[src/rtl/core_pkg.sv]
// Shared core definitions: register address width default, forwarding select
// encoding and the result-source code that marks a load.
package core_pkg;

    localparam int REG_ADDR_W_DEF = 5;

    typedef enum logic [1:0] {
        FWD_RF  = 2'b00,
        FWD_WB  = 2'b01,
        FWD_MEM = 2'b10
    } fwd_sel_e;

    localparam logic [1:0] RES_SRC_MEM = 2'b01;

endpackage

[src/rtl/mc_scoreboard.sv]
// In-order FIFO of in-flight multi-cycle writes with per-entry countdown,
// head write-back and destination match against NUM_Q query addresses.
module mc_scoreboard
    import core_pkg::*;
#(
    parameter int REG_ADDR_W = REG_ADDR_W_DEF,
    parameter int MC_LAT     = 4,
    parameter int MC_DEPTH   = 4,
    parameter int NUM_Q      = 3,
    parameter int PTR_W      = (MC_DEPTH > 1) ? $clog2(MC_DEPTH) : 1,
    parameter int OCC_W      = $clog2(MC_DEPTH + 1)
) (
    input  logic                        clk,
    input  logic                        rst_n,
    input  logic                        issue,
    input  logic [REG_ADDR_W-1:0]       issue_rd,
    input  logic [NUM_Q*REG_ADDR_W-1:0] query,
    output logic [NUM_Q-1:0]            match,
    output logic [OCC_W-1:0]            occupancy,
    output logic                        busy,
    output logic                        wb_valid,
    output logic [REG_ADDR_W-1:0]       wb_rd
);

    logic                  valid_r [MC_DEPTH];
    logic [REG_ADDR_W-1:0] rd_r    [MC_DEPTH];
    logic [3:0]            cnt_r   [MC_DEPTH];
    logic [PTR_W-1:0]      wr_ptr_r;
    logic [PTR_W-1:0]      rd_ptr_r;
    logic [OCC_W-1:0]      occ_r;

    logic full_s;
    logic retire_s;
    logic alloc_s;

    function automatic logic [PTR_W-1:0] ptr_inc(input logic [PTR_W-1:0] p);
        if (p == PTR_W'(MC_DEPTH - 1)) begin
            return {PTR_W{1'b0}};
        end else begin
            return p + PTR_W'(1);
        end
    endfunction

    assign full_s   = (occ_r == OCC_W'(MC_DEPTH));
    assign retire_s = valid_r[rd_ptr_r] && (cnt_r[rd_ptr_r] == 4'd0);
    // An issue into a full FIFO is a protocol error; leave state untouched.
    assign alloc_s  = issue && !full_s;

    assign occupancy = occ_r;
    assign busy      = (occ_r != {OCC_W{1'b0}});
    assign wb_valid  = retire_s;
    assign wb_rd     = retire_s ? rd_r[rd_ptr_r] : {REG_ADDR_W{1'b0}};

    // FIFO state: countdown, retire at head, allocate at tail.
    always_ff @(posedge clk or negedge rst_n) begin
        if (!rst_n) begin
            for (int e = 0; e < MC_DEPTH; e++) begin
                valid_r[e] <= 1'b0;
                rd_r[e]    <= {REG_ADDR_W{1'b0}};
                cnt_r[e]   <= 4'd0;
            end
            wr_ptr_r <= {PTR_W{1'b0}};
            rd_ptr_r <= {PTR_W{1'b0}};
            occ_r    <= {OCC_W{1'b0}};
        end else begin
            for (int e = 0; e < MC_DEPTH; e++) begin
                if (valid_r[e] && (cnt_r[e] != 4'd0)) begin
                    cnt_r[e] <= cnt_r[e] - 4'd1;
                end
            end
            if (retire_s) begin
                valid_r[rd_ptr_r] <= 1'b0;
                rd_ptr_r          <= ptr_inc(rd_ptr_r);
            end
            if (alloc_s) begin
                valid_r[wr_ptr_r] <= 1'b1;
                rd_r[wr_ptr_r]    <= issue_rd;
                cnt_r[wr_ptr_r]   <= 4'(MC_LAT - 1);
                wr_ptr_r          <= ptr_inc(wr_ptr_r);
            end
            case ({alloc_s, retire_s})
                2'b10:   occ_r <= occ_r + OCC_W'(1);
                2'b01:   occ_r <= occ_r - OCC_W'(1);
                default: occ_r <= occ_r;
            endcase
        end
    end

    // Destination match of every query address against all valid entries.
    always_comb begin
        match = {NUM_Q{1'b0}};
        for (int q = 0; q < NUM_Q; q++) begin
            for (int e = 0; e < MC_DEPTH; e++) begin
                if (valid_r[e] && (rd_r[e] == query[q*REG_ADDR_W +: REG_ADDR_W])) begin
                    match[q] = 1'b1;
                end else begin
                    match[q] = match[q];
                end
            end
        end
    end

    mc_scoreboard_chk u_chk (
        .clk   (clk),
        .rst_n (rst_n),
        .issue (issue),
        .full  (full_s)
    );

endmodule

[src/rtl/mc_scoreboard_chk.sv]
// Protocol checker for the MCU scoreboard: the EX stage must never issue into
// a full scoreboard.
module mc_scoreboard_chk (
    input logic clk,
    input logic rst_n,
    input logic issue,
    input logic full
);

    a_no_issue_when_full: assert property (@(posedge clk) disable iff (!rst_n) !(issue && full));

endmodule

[src/rtl/hazard_scoreboard.sv]
// Hazard unit for the 5-stage core with MCU: MEM/WB forwarding, load-use and
// MCU scoreboard stalls, branch flushes.
module hazard_scoreboard
    import core_pkg::*;
#(
    parameter int REG_ADDR_W = REG_ADDR_W_DEF,
    parameter int NUM_SRC    = 2,
    parameter int MC_LAT     = 4,
    parameter int MC_DEPTH   = 4
) (
    input  logic                          clk,
    input  logic                          rst_n,
    input  logic [NUM_SRC*REG_ADDR_W-1:0] de_rs,
    input  logic [REG_ADDR_W-1:0]         de_rd,
    input  logic                          de_reg_write,
    input  logic                          de_is_mc,
    input  logic [NUM_SRC*REG_ADDR_W-1:0] ex_rs,
    input  logic [REG_ADDR_W-1:0]         ex_rd,
    input  logic                          ex_reg_write,
    input  logic [1:0]                    ex_result_src,
    input  logic                          ex_pc_src,
    input  logic                          ex_mc_issue,
    input  logic [REG_ADDR_W-1:0]         mem_rd,
    input  logic                          mem_reg_write,
    input  logic [REG_ADDR_W-1:0]         wb_rd,
    input  logic                          wb_reg_write,
    output logic                          if_stall,
    output logic                          de_stall,
    output logic                          de_flush,
    output logic                          ex_flush,
    output logic [NUM_SRC*2-1:0]          ex_fwd,
    output logic                          mc_busy,
    output logic                          mc_wb_valid,
    output logic [REG_ADDR_W-1:0]         mc_wb_rd
);

    localparam int OCC_W = $clog2(MC_DEPTH + 1);

    logic [NUM_SRC:0]   sb_match_s;
    logic [OCC_W-1:0]   sb_occ_s;
    logic               load_stall_s;
    logic               mc_raw_s;
    logic               mc_waw_s;
    logic               mc_full_s;
    logic               stall_s;

    mc_scoreboard #(
        .REG_ADDR_W (REG_ADDR_W),
        .MC_LAT     (MC_LAT),
        .MC_DEPTH   (MC_DEPTH),
        .NUM_Q      (NUM_SRC + 1)
    ) u_sb (
        .clk       (clk),
        .rst_n     (rst_n),
        .issue     (ex_mc_issue),
        .issue_rd  (ex_rd),
        .query     ({de_rd, de_rs}),
        .match     (sb_match_s),
        .occupancy (sb_occ_s),
        .busy      (mc_busy),
        .wb_valid  (mc_wb_valid),
        .wb_rd     (mc_wb_rd)
    );

    // Operand forwarding; MEM wins over WB, register 0 never forwards.
    always_comb begin
        ex_fwd = {NUM_SRC*2{1'b0}};
        for (int i = 0; i < NUM_SRC; i++) begin
            if ((ex_rs[i*REG_ADDR_W +: REG_ADDR_W] != {REG_ADDR_W{1'b0}}) && mem_reg_write &&
                (ex_rs[i*REG_ADDR_W +: REG_ADDR_W] == mem_rd)) begin
                ex_fwd[i*2 +: 2] = FWD_MEM;
            end else if ((ex_rs[i*REG_ADDR_W +: REG_ADDR_W] != {REG_ADDR_W{1'b0}}) && wb_reg_write &&
                         (ex_rs[i*REG_ADDR_W +: REG_ADDR_W] == wb_rd)) begin
                ex_fwd[i*2 +: 2] = FWD_WB;
            end else begin
                ex_fwd[i*2 +: 2] = FWD_RF;
            end
        end
    end

    // Load-use and MCU RAW detection per decode source operand.
    always_comb begin
        load_stall_s = 1'b0;
        mc_raw_s     = 1'b0;
        for (int i = 0; i < NUM_SRC; i++) begin
            if ((ex_result_src == RES_SRC_MEM) && ex_reg_write && (ex_rd != {REG_ADDR_W{1'b0}}) &&
                (de_rs[i*REG_ADDR_W +: REG_ADDR_W] == ex_rd)) begin
                load_stall_s = 1'b1;
            end else begin
                load_stall_s = load_stall_s;
            end
            if ((de_rs[i*REG_ADDR_W +: REG_ADDR_W] != {REG_ADDR_W{1'b0}}) &&
                (sb_match_s[i] || (ex_mc_issue && (de_rs[i*REG_ADDR_W +: REG_ADDR_W] == ex_rd)))) begin
                mc_raw_s = 1'b1;
            end else begin
                mc_raw_s = mc_raw_s;
            end
        end
    end

    // Same-cycle retire is deliberately not credited against the full check.
    assign mc_waw_s  = de_reg_write && (de_rd != {REG_ADDR_W{1'b0}}) &&
                       (sb_match_s[NUM_SRC] || (ex_mc_issue && (de_rd == ex_rd)));
    assign mc_full_s = de_is_mc &&
                       (({1'b0, sb_occ_s} + {{OCC_W{1'b0}}, ex_mc_issue}) == (OCC_W+1)'(MC_DEPTH));
    assign stall_s   = load_stall_s || mc_raw_s || mc_waw_s || mc_full_s;

    assign if_stall = stall_s && !ex_pc_src;
    assign de_stall = stall_s && !ex_pc_src;
    assign de_flush = ex_pc_src;
    assign ex_flush = stall_s || ex_pc_src;

endmodule

[config.mk]
export PLATFORM = sky130hd
export DESIGN_NAME = hazard_scoreboard
export DESIGN_NICKNAME = d
export VERILOG_FILES = /design/src/rtl/core_pkg.sv /design/src/rtl/mc_scoreboard.sv /design/src/rtl/mc_scoreboard_chk.sv /design/src/rtl/hazard_scoreboard.sv
export SDC_FILE = /design/constraint.sdc
export NUM_CORES = 1
export LEC_CHECK = 0
export ABC_AREA = 1
export CAP_MARGIN = 20
export CORE_UTILIZATION = 52
export DETAILED_ROUTE_END_ITERATION = 7
export GPL_TIMING_DRIVEN = 0
export PLACE_DENSITY = 0.85
export SKIP_LAST_GASP = 1
export SLEW_MARGIN = 20
export SYNTH_ARGS = -nofsm -noshare
export SYNTH_HDL_FRONTEND = slang
export SYNTH_SLANG_ARGS = --single-unit
[constraint.sdc]
create_clock -name clk -period 4.65 [get_ports clk]
set_input_delay 1.1625 -clock clk [delete_from_list [all_inputs] [get_ports clk]]
set_output_delay 1.1625 -clock clk [all_outputs]
set_load 0.05 [all_outputs]
==> results of run 1 <==
worst max-delay path, stage by stage:
cell and delay, ps:
sky130_fd_sc_hd__clkdlybuf4s50_1 550, sky130_fd_sc_hd__inv_1 290, sky130_fd_sc_hd__nor2_1 70, sky130_fd_sc_hd__a21oi_1 250, sky130_fd_sc_hd__nand3_1 120, sky130_fd_sc_hd__nand2_1 90
sky130_fd_sc_hd__nor2_1 50, sky130_fd_sc_hd__nand2_1 60, sky130_fd_sc_hd__nand2_1 60, sky130_fd_sc_hd__nand2_1 80, sky130_fd_sc_hd__nor2_2 40, sky130_fd_sc_hd__nand2_1 50
sky130_fd_sc_hd__clkdlybuf4s15_1 490
synth_stat cells, types with 3 or more instances:
master                       n  area share
sky130_fd_sc_hd__o21ai_1     4      0.0050
sky130_fd_sc_hd__nor4_1      3      0.0046
sky130_fd_sc_hd__inv_2      12       0.011
sky130_fd_sc_hd__nor3_1      7      0.0087
sky130_fd_sc_hd__nand4_1     9       0.014
sky130_fd_sc_hd__inv_1      75       0.070
sky130_fd_sc_hd__nor2_1     71       0.066
sky130_fd_sc_hd__a21oi_1    31       0.038
sky130_fd_sc_hd__o22ai_1     3      0.0046
sky130_fd_sc_hd__o211ai_1    4      0.0074
sky130_fd_sc_hd__ha_1       15       0.046
sky130_fd_sc_hd__nand2_1   239        0.22
sky130_fd_sc_hd__buf_4       6       0.011
sky130_fd_sc_hd__o21ai_0    60       0.074
sky130_fd_sc_hd__nand3_1    32       0.040
sky130_fd_sc_hd__xor2_1     12       0.026
sky130_fd_sc_hd__a211oi_1    3      0.0056
sky130_fd_sc_hd__xnor2_1     5       0.011
sky130_fd_sc_hd__buf_2       4      0.0050
sky130_fd_sc_hd__dfrtp_1    47        0.29
sky130_fd_sc_hd__nand2_2     3      0.0046
cell type report:
| type | count | share of cell area |
|---|---|---|
| multi-input combinational | 512 | 0.501 |
| sequential | 47 | 0.239 |
| timing repair buffer | 63 | 0.127 |
| inverter | 88 | 0.0683 |
| tap | 99 | 0.0252 |
| buffer | 13 | 0.0158 |
| clock buffer | 5 | 0.0140 |
| clock inverter | 3 | 0.00891 |
metrics by stage:
stage,total power [µW],TNS [ps],hold slack (ps)
floorplan,2010,0,465
global placement,2480,-554,480
detailed placement,2550,-534,492
CTS,2860,0,516
global route,3120,0,545
finish,2900,0,511
state kept, by name (all words and copies together) (netlist names):
signal	cells
u_sb.valid_r	4
u_sb.wr_ptr_r	2
u_sb.rd_r	20
u_sb.occupancy	3
u_sb.cnt_r	16
u_sb.rd_ptr_r	2
metal layers:
layer / global-route usage / vias to the layer above / wire length (µm)
met2: 0.579 / 227 / 6520
met1: 0.438 / 2095 / 5750
met5: 0 / - / 0
met4: 0.0712 / 0 / 202
li1: - / 2236 / -
met3: 0.0508 / 18 / 1150
worst min path at each step:
stage	from	end	slack, ps	cells past startpoint
6_report	u_sb.cnt_r[0]$_DFF_PN0_	u_sb.cnt_r[0]$_DFF_PN0_	510	2
5_1_grt	u_sb.cnt_r[8]$_DFF_PN0_	u_sb.cnt_r[8]$_DFF_PN0_	540	2
4_1_cts	u_sb.cnt_r[0]$_DFF_PN0_	u_sb.cnt_r[0]$_DFF_PN0_	520	2
3_5_place_dp	u_sb.cnt_r[0]$_DFF_PN0_	u_sb.cnt_r[0]$_DFF_PN0_	490	2
3_3_place_gp	u_sb.cnt_r[12]$_DFF_PN0_	u_sb.cnt_r[12]$_DFF_PN0_	480	2
2_1_floorplan	u_sb.cnt_r[12]$_DFF_PN0_	u_sb.cnt_r[12]$_DFF_PN0_	470	2
power by group through the flow:
stage | sequential, µW | clock, µW | combinational [µW]
global placement | 856 | 0 | 1620
global route | 886 | 330 | 1910
CTS | 854 | 319 | 1690
detailed placement | 861 | 0 | 1690
finish | 868 | 319 | 1710
floorplan | 773 | 0 | 1240
cell families (layout without fill, tap and decap cells):
group | count (synthesis) | count (layout)
XOR/XNOR | 17 | 17
buffers and inverters | 101 | 172
AND/OR/NAND/NOR | 367 | 367
adder cells (fa/ha/maj) | 16 | 16
flip-flops | 47 | 47
AO/OA/AOI/OAI | 112 | 112
==> impl_results.rst, run 1 <==
.. list-table::
   :header-rows: 1

   * - Metric
     - Value
   * - Status
     - completed
   * - Final count of hold timing violations
     - 0
   * - CP Launch Type
     - primary input
   * - Total standard cell area after synthesis
     - about 4000 µm²
   * - Critical path startpoint
     - de_rs[2]
   * - Worst setup slack after layout
     - 141 ps
   * - Final routed wire length divided by cell count
     - 16.4 µm
   * - Complex-gate fraction of the synthesized area
     - 0.152
   * - GRT Overall Usage
     - 0.334
   * - Number of fill cells in the layout
     - 659
   * - Maximum number of pins on one net before global-route repair
     - 33
   * - Drt first-iter violations
     - 443
   * - Initial Util
     - 0.548
   * - Final net count
     - approximately 800
   * - Sw frac
     - 0.530
   * - Yosys warns
     - 0
   * - Number of distinct library cell variants in the gate-level netlist after synthesis
     - 33
   * - CTS tree
     - built
   * - Overall via count from detail_route
     - between 4,000 and 5,000
   * - Mux cell area share after synthesis
     - 0
   * - Final wirelength
     - roughly 14,000 µm
   * - Async SR Flop Fraction
     - 1.00
   * - Syn Inst Count
     - 660
   * - Primary FF master, synth
     - sky130_fd_sc_hd__dfrtp_1
   * - Final setup vio count
     - 0
   * - Post-CTS Hold Buffers
     - 0
   * - Startpoint of the most critical register-to-register path
     - u_sb.valid_r[1]$_DFF_PN0_
   * - Num Clock Sinks
     - 47
   * - Number of inserted diodes
     - 0
   * - Detail Route Antenna Nets
     - 0
   * - Xor/xnor cell area share of the yosys netlist
     - 0.0369
   * - Clock Tree Root
     - sky130_fd_sc_hd__clkbuf_8
   * - Remaining routing DRC violations
     - 0
   * - Max-cap violation count
     - 0
   * - Share of synthesized cell area in full adder, half adder and majority cells
     - 0.0514
   * - Area of combinational cells with multiple inputs
     - 2460 µm²
   * - Class of the tightest hold or removal check
     - reg -> reg
   * - Capturing point of the worst reg2reg path
     - u_sb.occupancy[2]$_DFFE_PN0P_
   * - Leading cell type in the layout, fill and taps excluded
     - sky130_fd_sc_hd__nand2_1
   * - Clock latency on the worst-skew pair
     - 310 ps
   * - Setup repair after global routing missed its margin
     - false
   * - Total number of H-tree levels
     - 2
   * - Start-to-end type of the worst setup path
     - in -> out
   * - Detailed Place HPWL
     - roughly 10,000 µm
   * - Number of global-route vias before repair
     - between 4,000 and 5,000
   * - Critical Path Sink Type
     - output port
   * - Static leakage
     - 0.00255 µW
   * - Number of pins exceeding their max-slew limit in the final report
     - 0
   * - Clock transition at the registers of the reported paths
     - 100 ps
   * - Cell-internal power
     - ~1400 µW
   * - R2r setup slk
     - 2230 ps
   * - Number of nets produced by synthesis
     - 727
   * - Core area
     - around 7400 µm²
   * - Width of the chip
     - between 90 and 100 µm
   * - Fraction of layout instances using a drive strength above 1
     - 0.0629
   * - Gp weighted congestion
     - between 0.9 and 1
   * - Total placed cells including tap cells
     - ~820
   * - Post-route standard cell area excluding fillers
     - slightly below 5000 µm²
   * - Worst setup slack before clock tree synthesis
     - -264 ps
   * - Sequential-to-total area share from yosys stat
     - 0.291
   * - Post-synthesis to final-layout area growth
     - 21.7%
   * - Boundary Pins
     - between 60 and 70
   * - Avg Vias per Cell
     - around 5.5
   * - IO Port Bufs
     - a little over 60
   * - Max FO, Critical Path
     - 6
   * - Post-route clock skew
     - roughly 8.6 ps
   * - Worst-case vdd ir drop
     - about 460 µV
   * - Post-cts resize count
     - 3
   * - Synthesized area divided by synthesized cell count
     - 6.12 µm²
   * - Sequential group share of total power
     - 0.299
   * - Share of the clock period used by the worst path after layout
     - 0.970
   * - Peak clock frequency supported by timing
     - roughly 220 MHz
   * - Placement Rows
     - 31
   * - Total global routing overflow
     - 0
   * - First-pass detailed-route iteration total
     - 6
   * - Final core occ
     - 0.667
   * - Clock network fraction of design power
     - 0.110
   * - Endpoint of the worst setup timing path
     - ex_flush
   * - Commonest cells after routing, fill and taps aside
     - 239 x sky130_fd_sc_hd__nand2_1, 75 x sky130_fd_sc_hd__inv_1, 71 x sky130_fd_sc_hd__nor2_1, 60 x sky130_fd_sc_hd__o21ai_0, 58 x sky130_fd_sc_hd__clkdlybuf4s50_1
   * - Longest Clk Path Bufs
     - 2
   * - Dpl cell area
     - 4810 µm²
   * - Cts bufs inserted
     - 5
   * - Critical Path RT
     - approximately 3500 ps
   * - Worst Max-Slew Pin Slew
     - 525 ps
   * - Power spent charging and discharging nets
     - roughly 1500 µW
   * - Finished Layout Cells
     - between 800 and 900
   * - Area of all sequential standard cells
     - 1180 µm²
   * - Number of post-CTS setup repair buffers
     - 0
   * - Global-route wire length before repair
     - approximately 21,000 µm
   * - Fraction of the mapped netlist area in simple logic gates
     - 0.366
   * - Tightest slew margin relative to the limit
     - 0.650
   * - Worst path arrival time
     - between 3000 and 4000 ps
   * - Number of synthesized register bits
     - 47
   * - Number of synthesized flops with an enable pin
     - 0
   * - Final critical delay including setup and external delays
     - around 4500 ps
   * - Antenna violations before repair
     - 0
   * - Depth of the most critical reg-to-reg path
     - 12
   * - Pwr Density
     - around 600 nW/µm²
   * - Die Area
     - approximately 8000 µm²
   * - Main combinational cell family by area after synthesis
     - simple AND/OR/NAND/NOR gates
   * - Combinational power share
     - 0.590
   * - Vertical die dimension
     - 90.1 µm
Note: power is estimated with default switching activity, not from simulation.
==> run 2: changes to the inputs <==
--- a/config.mk
+++ b/config.mk
@@ -5,12 +5,12 @@
 export SDC_FILE = /design/constraint.sdc
 export NUM_CORES = 1
 export LEC_CHECK = 0
-export ABC_AREA = 1
-export CAP_MARGIN = 20
+export CAP_MARGIN = 10
+export CORE_MARGIN = 3
 export CORE_UTILIZATION = 52
 export DETAILED_ROUTE_END_ITERATION = 7
 export GPL_TIMING_DRIVEN = 0
-export PLACE_DENSITY = 0.85
+export PLACE_DENSITY = 0.86
 export SKIP_LAST_GASP = 1
 export SLEW_MARGIN = 20
 export SYNTH_ARGS = -nofsm -noshare
==> run 2 against run 1 <==
Net effect:
- sequential cell count stayed put
- combinational power is 7% lower
- count of clock-buffer cells in the layout is 1 higher
- clock power is 18% lower
- largest power group unchanged
==> impl_results.rst, run 2 <==
.. list-table::
   :header-rows: 1

   * - Metric
     - Value
   * - Cell-internal power
     - 1510 µW (+11%)
   * - Post-synthesis to final-layout area growth
     - 18.6%
   * - Maximum number of pins on one net before global-route repair
     - 34 (+3.0%)
   * - Peak clock frequency supported by timing
     - 222 MHz (about the same)
   * - Final net count
     - 523 (-34%)
   * - Width of the chip
     - 90.8 µm (+0.70%)
   * - Overall via count from detail_route
     - 3,089 (-32%)
   * - Global-route wire length before repair
     - 15,600 µm (-27%)
   * - Number of post-CTS setup repair buffers
     - 0 (unchanged)
   * - Avg Vias per Cell
     - 5.59 (+1.3%)
   * - Main combinational cell family by area after synthesis
     - XOR/XNOR gates
   * - Sequential group share of total power
     - 0.332 (+0.033)
   * - Core area
     - 6870 µm² (-6.8%)
   * - Detail Route Antenna Nets
     - 0 (unchanged)
   * - Status
     - completed
   * - Gp weighted congestion
     - 1.00 (+3.2%)
   * - Initial Util
     - 0.544 (-0.00416)
   * - Most area-consuming cells after synthesis
     - sky130_fd_sc_hd__dfrtp_1 31%, sky130_fd_sc_hd__xnor2_1 17%, sky130_fd_sc_hd__xor2_1 7.0%, sky130_fd_sc_hd__mux2_2 6.0%, sky130_fd_sc_hd__ha_1 5.0%
   * - Final wirelength
     - 9050 µm (-34%)
   * - Met3 track demand over resource in global routing
     - 0.0358 (-0.0149)
   * - Final setup vio count
     - 0 (unchanged)
   * - Final count of hold timing violations
     - 0 (unchanged)
   * - Depth of the most critical reg-to-reg path
     - 12 (unchanged)
   * - Worst setup slack after layout
     - 143 ps (+2.27 ps)
   * - Total standard cell area after synthesis
     - 3730 µm² (-7.5%)
   * - Complex-gate fraction of the synthesized area
     - 0.0680 (-0.0845)
   * - Clock latency on the worst-skew pair
     - 300 ps (about the same)
   * - Fraction of the mapped netlist area in simple logic gates
     - 0.164 (-0.201)
   * - Start-to-end type of the worst setup path
     - in -> out
   * - Longest Clk Path Bufs
     - 2 (unchanged)
   * - Number of synthesized flops with an enable pin
     - 0 (unchanged)
   * - Number of synthesized register bits
     - 47 (unchanged)
   * - Die Area
     - 8240 µm² (+1.4%)
   * - Commonest cells after routing, fill and taps aside
     - 73 x sky130_fd_sc_hd__xnor2_1, 47 x sky130_fd_sc_hd__dfrtp_1, 42 x sky130_fd_sc_hd__nand2_1, 39 x sky130_fd_sc_hd__clkdlybuf4s50_1, 30 x sky130_fd_sc_hd__xor2_1
   * - Mux cell area share after synthesis
     - 0.0985 (+0.0985)
   * - Critical Path RT
     - 3490 ps (about the same)
   * - Post-CTS Hold Buffers
     - 0 (unchanged)
   * - Total power after layout
     - 2770 µW (-4.4%)
   * - Max FO, Critical Path
     - 5 (-1)
   * - Placement Rows
     - 30 (-3.2%)
   * - Max-cap violation count
     - 0 (unchanged)
   * - Drt first-iter violations
     - 145 (-67%)
   * - Worst setup slack before clock tree synthesis
     - -330 ps (-65.6 ps)
   * - Boundary Pins
     - 66 (unchanged)
   * - M1 GR Usage
     - 0.302 (-0.136)
   * - Combinational power share
     - 0.573 (-0.017)
   * - Worst path arrival time
     - 3340 ps (about the same)
   * - Number of fill cells in the layout
     - 574 (-13%)
   * - Most frequent cell after synthesis
     - sky130_fd_sc_hd__xnor2_1
   * - Number of global-route vias before repair
     - 3,282 (-23%)
   * - Total placed cells including tap cells
     - 545 (-34%)
   * - Delay of the slowest critical-path stage
     - 550 ps (about the same)
   * - Clock transition at the registers of the reported paths
     - 90 ps (about the same)
   * - Critical Path, Cell by Cell
     - clkdlybuf4s50_1 > ha_1 > ha_1 > a211oi_1 > a21oi_1 > o21a_1 > nand4b_1 > dlygate4sd2_1
   * - Number of inserted diodes
     - 0 (unchanged)
   * - Clock network fraction of design power
     - 0.095 (-0.015)
   * - Primary FF master, synth
     - sky130_fd_sc_hd__dfrtp_1
   * - Xor/xnor cell area share of the yosys netlist
     - 0.242 (+0.205)
   * - Cts bufs inserted
     - 5 (unchanged)
   * - Sequential-to-total area share from yosys stat
     - 0.315 (+0.0236)
   * - Endpoint, Worst Hold
     - u_sb.cnt_r[13]$_DFF_PN0_
   * - Biggest regs
     - u_sb.rd_r x20, u_sb.cnt_r x16, u_sb.valid_r x4
   * - Worst-case vdd ir drop
     - 498 µV (+9.3%)
   * - CP Launch Type
     - primary input
   * - Top cell type's share of synthesized area
     - 0.315 (+0.0236)
   * - Leading cell type in the layout, fill and taps excluded
     - sky130_fd_sc_hd__xnor2_1
   * - Total number of H-tree levels
     - 2 (unchanged)
   * - Number of pins exceeding their max-slew limit in the final report
     - 0 (unchanged)
   * - Antenna violations before repair
     - 0 (unchanged)
   * - Fraction of layout instances using a drive strength above 1
     - 0.131 (+0.0684)
   * - Tightest slew margin relative to the limit
     - 0.650 (about the same)
   * - Most heavily used metal layer in global routing
     - met2
   * - R2r setup slk
     - 1880 ps (-350 ps)
   * - Met2 GRT Util
     - 0.398 (-0.180)
   * - Startpoint of the most critical register-to-register path
     - u_sb.valid_r[0]$_DFF_PN0_
   * - Crit-path slowest cell
     - sky130_fd_sc_hd__clkdlybuf4s50_1
   * - Largest register FFs
     - 20 (unchanged)
   * - Pwr Density
     - 625 nW/µm² (+6.0%)
   * - Synthesized area divided by synthesized cell count
     - 9.27 µm² (+51%)
   * - Setup repair after global routing missed its margin
     - false
   * - Num Clock Sinks
     - 47 (unchanged)
   * - Critical Path Sink Type
     - output port
   * - Sw frac
     - 0.456 (-0.0737)
   * - Worst Hold Launch
     - u_sb.cnt_r[13]$_DFF_PN0_
   * - GRT Overall Usage
     - 0.232 (-0.101)
   * - Share of the clock period used by the worst path after layout
     - 0.969 (about the same)
   * - First-pass detailed-route iteration total
     - 4 (-2)
   * - Cell with the most instances on the worst path
     - sky130_fd_sc_hd__ha_1
   * - Syn Inst Count
     - 403 (-39%)
   * - IO Port Bufs
     - 45 (-27%)
   * - Power spent charging and discharging nets
     - 1260 µW (-18%)
   * - Most instantiated cells after synthesis
     - 73 x sky130_fd_sc_hd__xnor2_1, 47 x sky130_fd_sc_hd__dfrtp_1, 42 x sky130_fd_sc_hd__nand2_1
   * - Total global routing overflow
     - 0 (unchanged)
   * - Async SR Flop Fraction
     - 1.00 (unchanged)
   * - Buffering stage count on the worst path with inverters included
     - 2 (-1)
   * - Class of the tightest hold or removal check
     - reg -> reg
   * - Number of stages on the worst hold path
     - 2 (unchanged)
   * - Static leakage
     - 0.00179 µW (-30%)
   * - Cell type contributing the most total cell area after synthesis
     - sky130_fd_sc_hd__dfrtp_1
   * - Number of nets produced by synthesis
     - 470 (-35%)
   * - Post-route clock skew
     - 12.3 ps (+3.70 ps)
   * - Vertical die dimension
     - 90.8 µm (+0.70%)
   * - Largest delay contributor family on the critical path
     - buffers and inverters
   * - Remaining routing DRC violations
     - 0 (unchanged)
   * - Capturing point of the worst reg2reg path
     - u_sb.occupancy[2]$_DFFE_PN0P_
   * - Yosys warns
     - 0 (unchanged)
   * - Share of synthesized cell area in full adder, half adder and majority cells
     - 0.0556 (+0.00417)
   * - Detailed Place HPWL
     - 7130 µm (-32%)
   * - Register containing the most flip-flops in the final layout
     - u_sb.rd_r
   * - CTS tree
     - built
   * - Worst Max-Slew Pin Slew
     - 523 ps (-1.25 ps)
   * - Final routed wire length divided by cell count
     - 16.4 µm (-0.34%)
   * - Number of distinct library cell variants in the gate-level netlist after synthesis
     - 40 (+21%)
   * - Finished Layout Cells
     - 553 (-33%)
   * - Final critical delay including setup and external delays
     - 4510 ps (-2.27 ps)
   * - Clock Tree Root
     - sky130_fd_sc_hd__clkbuf_8
-- run 2: worst max-delay path by stage --
stage / from / to / cells after the start / slack, ps
floorplan: ex_rd[3] / if_stall / 8 / 150
global placement: ex_mc_issue / if_stall / 9 / -260
detailed placement: ex_mc_issue / if_stall / 9 / -330
CTS: ex_mc_issue / if_stall / 9 / -70
global route: ex_mc_issue / ex_flush / 8 / 40
finish: ex_mc_issue / ex_flush / 8 / 140
-- run 2: cell families after synthesis --
kind of cell,count (synthesis)
compound gates,41
xor+xnor,103
fa+ha+maj,16
buf+inv,49
flops,47
mux,28
simple gates,119
-- run 2: power groups by stage --
| stage | clock, µW | combinational (µW) | sequential (µW) |
|---|---|---|---|
| 2_1_floorplan | 0 | 1270 | 833 |
| 3_3_place_gp | 0 | 1530 | 914 |
| 3_5_place_dp | 0 | 1610 | 925 |
| 4_1_cts | 270 | 1600 | 917 |
| 5_1_grt | 283 | 1770 | 956 |
| 6_report | 263 | 1590 | 920 |
-- run 2: tightest hold or removal path, stage by stage (launching register included) --
cell and delay (ps):
sky130_fd_sc_hd__dfrtp_1 360, sky130_fd_sc_hd__nand2_1 50, sky130_fd_sc_hd__o211ai_1 80
-- run 2: stage by stage --
| step | hold WS [ps] | setup TNS (ps) | cell area (µm²) | util |
|---|---|---|---|---|
| CTS | 537 | -69.2 | 4440 | 0.646 |
| finish | 533 | 0 | 4430 | 0.645 |
| detailed placement | 515 | -825 | 4350 | 0.633 |
| global placement | 491 | -586 | 4330 | 0.630 |
| global route | 582 | 0 | 4430 | 0.645 |
| floorplan | 479 | 0 | 3760 | - |
-- run 2: metal layers --
layer  vias to the layer above  part of all wire
met2                       120              0.48
met5                         -                 0
met4                         0             0.020
li1                       1469                 -
met1                      1480              0.43
met3                        20             0.068
-- run 2: repair_timing --
item	4_1_cts	5_1_grt
resized for setup	5	5
pin swaps	0	0
endpoints found under the setup margin	5	2
hold endpoints to repair	0	0
-- run 2: cell type report --
type / instances / area, µm² / area share
multi-input cells: 307 / 2370 / 0.535
inverters: 22 / 82.6 / 0.0186
plain buffers: 27 / 130 / 0.0294
clock inverters: 2 / 16.3 / 0.00367
well taps: 96 / 120 / 0.0271
repair buffers: 46 / 452 / 0.102
clock buffers: 6 / 82.6 / 0.0186
flip-flops and latches: 47 / 1180 / 0.265
==> edit (settings of run 2) <==
Change the package constant `REG_ADDR_W_DEF` from 5 to 3.
--- a/src/rtl/core_pkg.sv
+++ b/src/rtl/core_pkg.sv
@@ -4,3 +4,3 @@
 
-    localparam int REG_ADDR_W_DEF = 5;
+    localparam int REG_ADDR_W_DEF = 3;
 
Interface: changed (7 resized); port bits go from 66 to 48. The function was not compared with the original's and may differ.
==> edit against run 2 <==
Cell area shrank 21%. Fmax grew 3.4%. Synthesized cell count shrank 22%. Wire length shrank 24%. Die area shrank 21%. Setup slack gained 0.15 ns. Synthesized area shrank 22%. Non-clock buffer count shrank 20. Total power shrank 12%. Combinational power shrank 16%. Sequential cell count shrank 8. Critical path type unchanged. Largest cell class unchanged. Largest power group unchanged. Highest routed layer unchanged.
==> edit: results <==
{
  "routed_wl_um": 6850,
  "peakVddDrop_mv": 0.363,
  "drt_iter0_markers": 190,
  "wire_per_inst_um": 16.0,
  "synth_cell_type_count": 47,
  "seq_area_um2": 976,
  "worstPathMaxFanout": 4,
  "pwr.group.clock_w": 0.000336,
  "finalClockSkew_ns": 0.00424,
  "wl_met3_um": 413,
  "dp_hpwl_um": 5180,
  "use_met2": 0.404,
  "r2r_slack_ns": 1.81,
  "ys_seq_area_frac": 0.335,
  "dp.cells": 421,
  "placed_area_um2": 3370,
  "p_int_w": 0.00137,
  "synth_adder_area_share": 0.0714,
  "slowest_delay_ns": 0.89,
  "post-place-ws_ns": -0.543,
  "syn_nets": 366,
  "vias_per_cell": 5.67,
  "top_regs": "u_sb.cnt_r: 16 flops, u_sb.rd_r: 12 flops, u_sb.valid_r: 4 flops",
  "holdWs_ns": 0.548,
  "track_usage": 0.227,
  "outcome": "finished clean",
  "syn-mean-instance-area_um2": 9.24,
  "drive_gt1_frac": 0.114,
  "p_comb_frac": 0.551
}
==> edit: cell types whose count changed after synthesis, moves of 6 or more <==
cell	run 2	this run
nor4_1	9	0
xnor2_1	73	49
buf_2	14	1
nor3_1	5	13
a21oi_1	13	19
xor2_1	30	13
nand3_1	11	2
dfrtp_1	47	39
nor2_1	18	11
mux2_2	20	12
nor2b_1	6	0
nand2_1	42	30
==> edit: worst min-delay path, stage by stage, from the launching register on <==
cell	delay, ns
dfrtp_1	0.37
nand2_1	0.06
o211ai_1	0.08
==> edit: area by class of cell <==
cell class / instances / area share
Buffer: 17 / 0.0228
Clock buffer: 6 / 0.0207
Clock inverter: 2 / 0.0171
Inverter: 25 / 0.0268
Multi-Input combinational cell: 234 / 0.506
Sequential cell: 39 / 0.278
Tap cell: 70 / 0.0250
Timing Repair Buffer: 36 / 0.103
==> edit: repair_timing <==
item	in CTS	in global routing
gates resized for setup	13	3
endpoints found under the hold margin	0	0
endpoints found under the setup margin	3	3
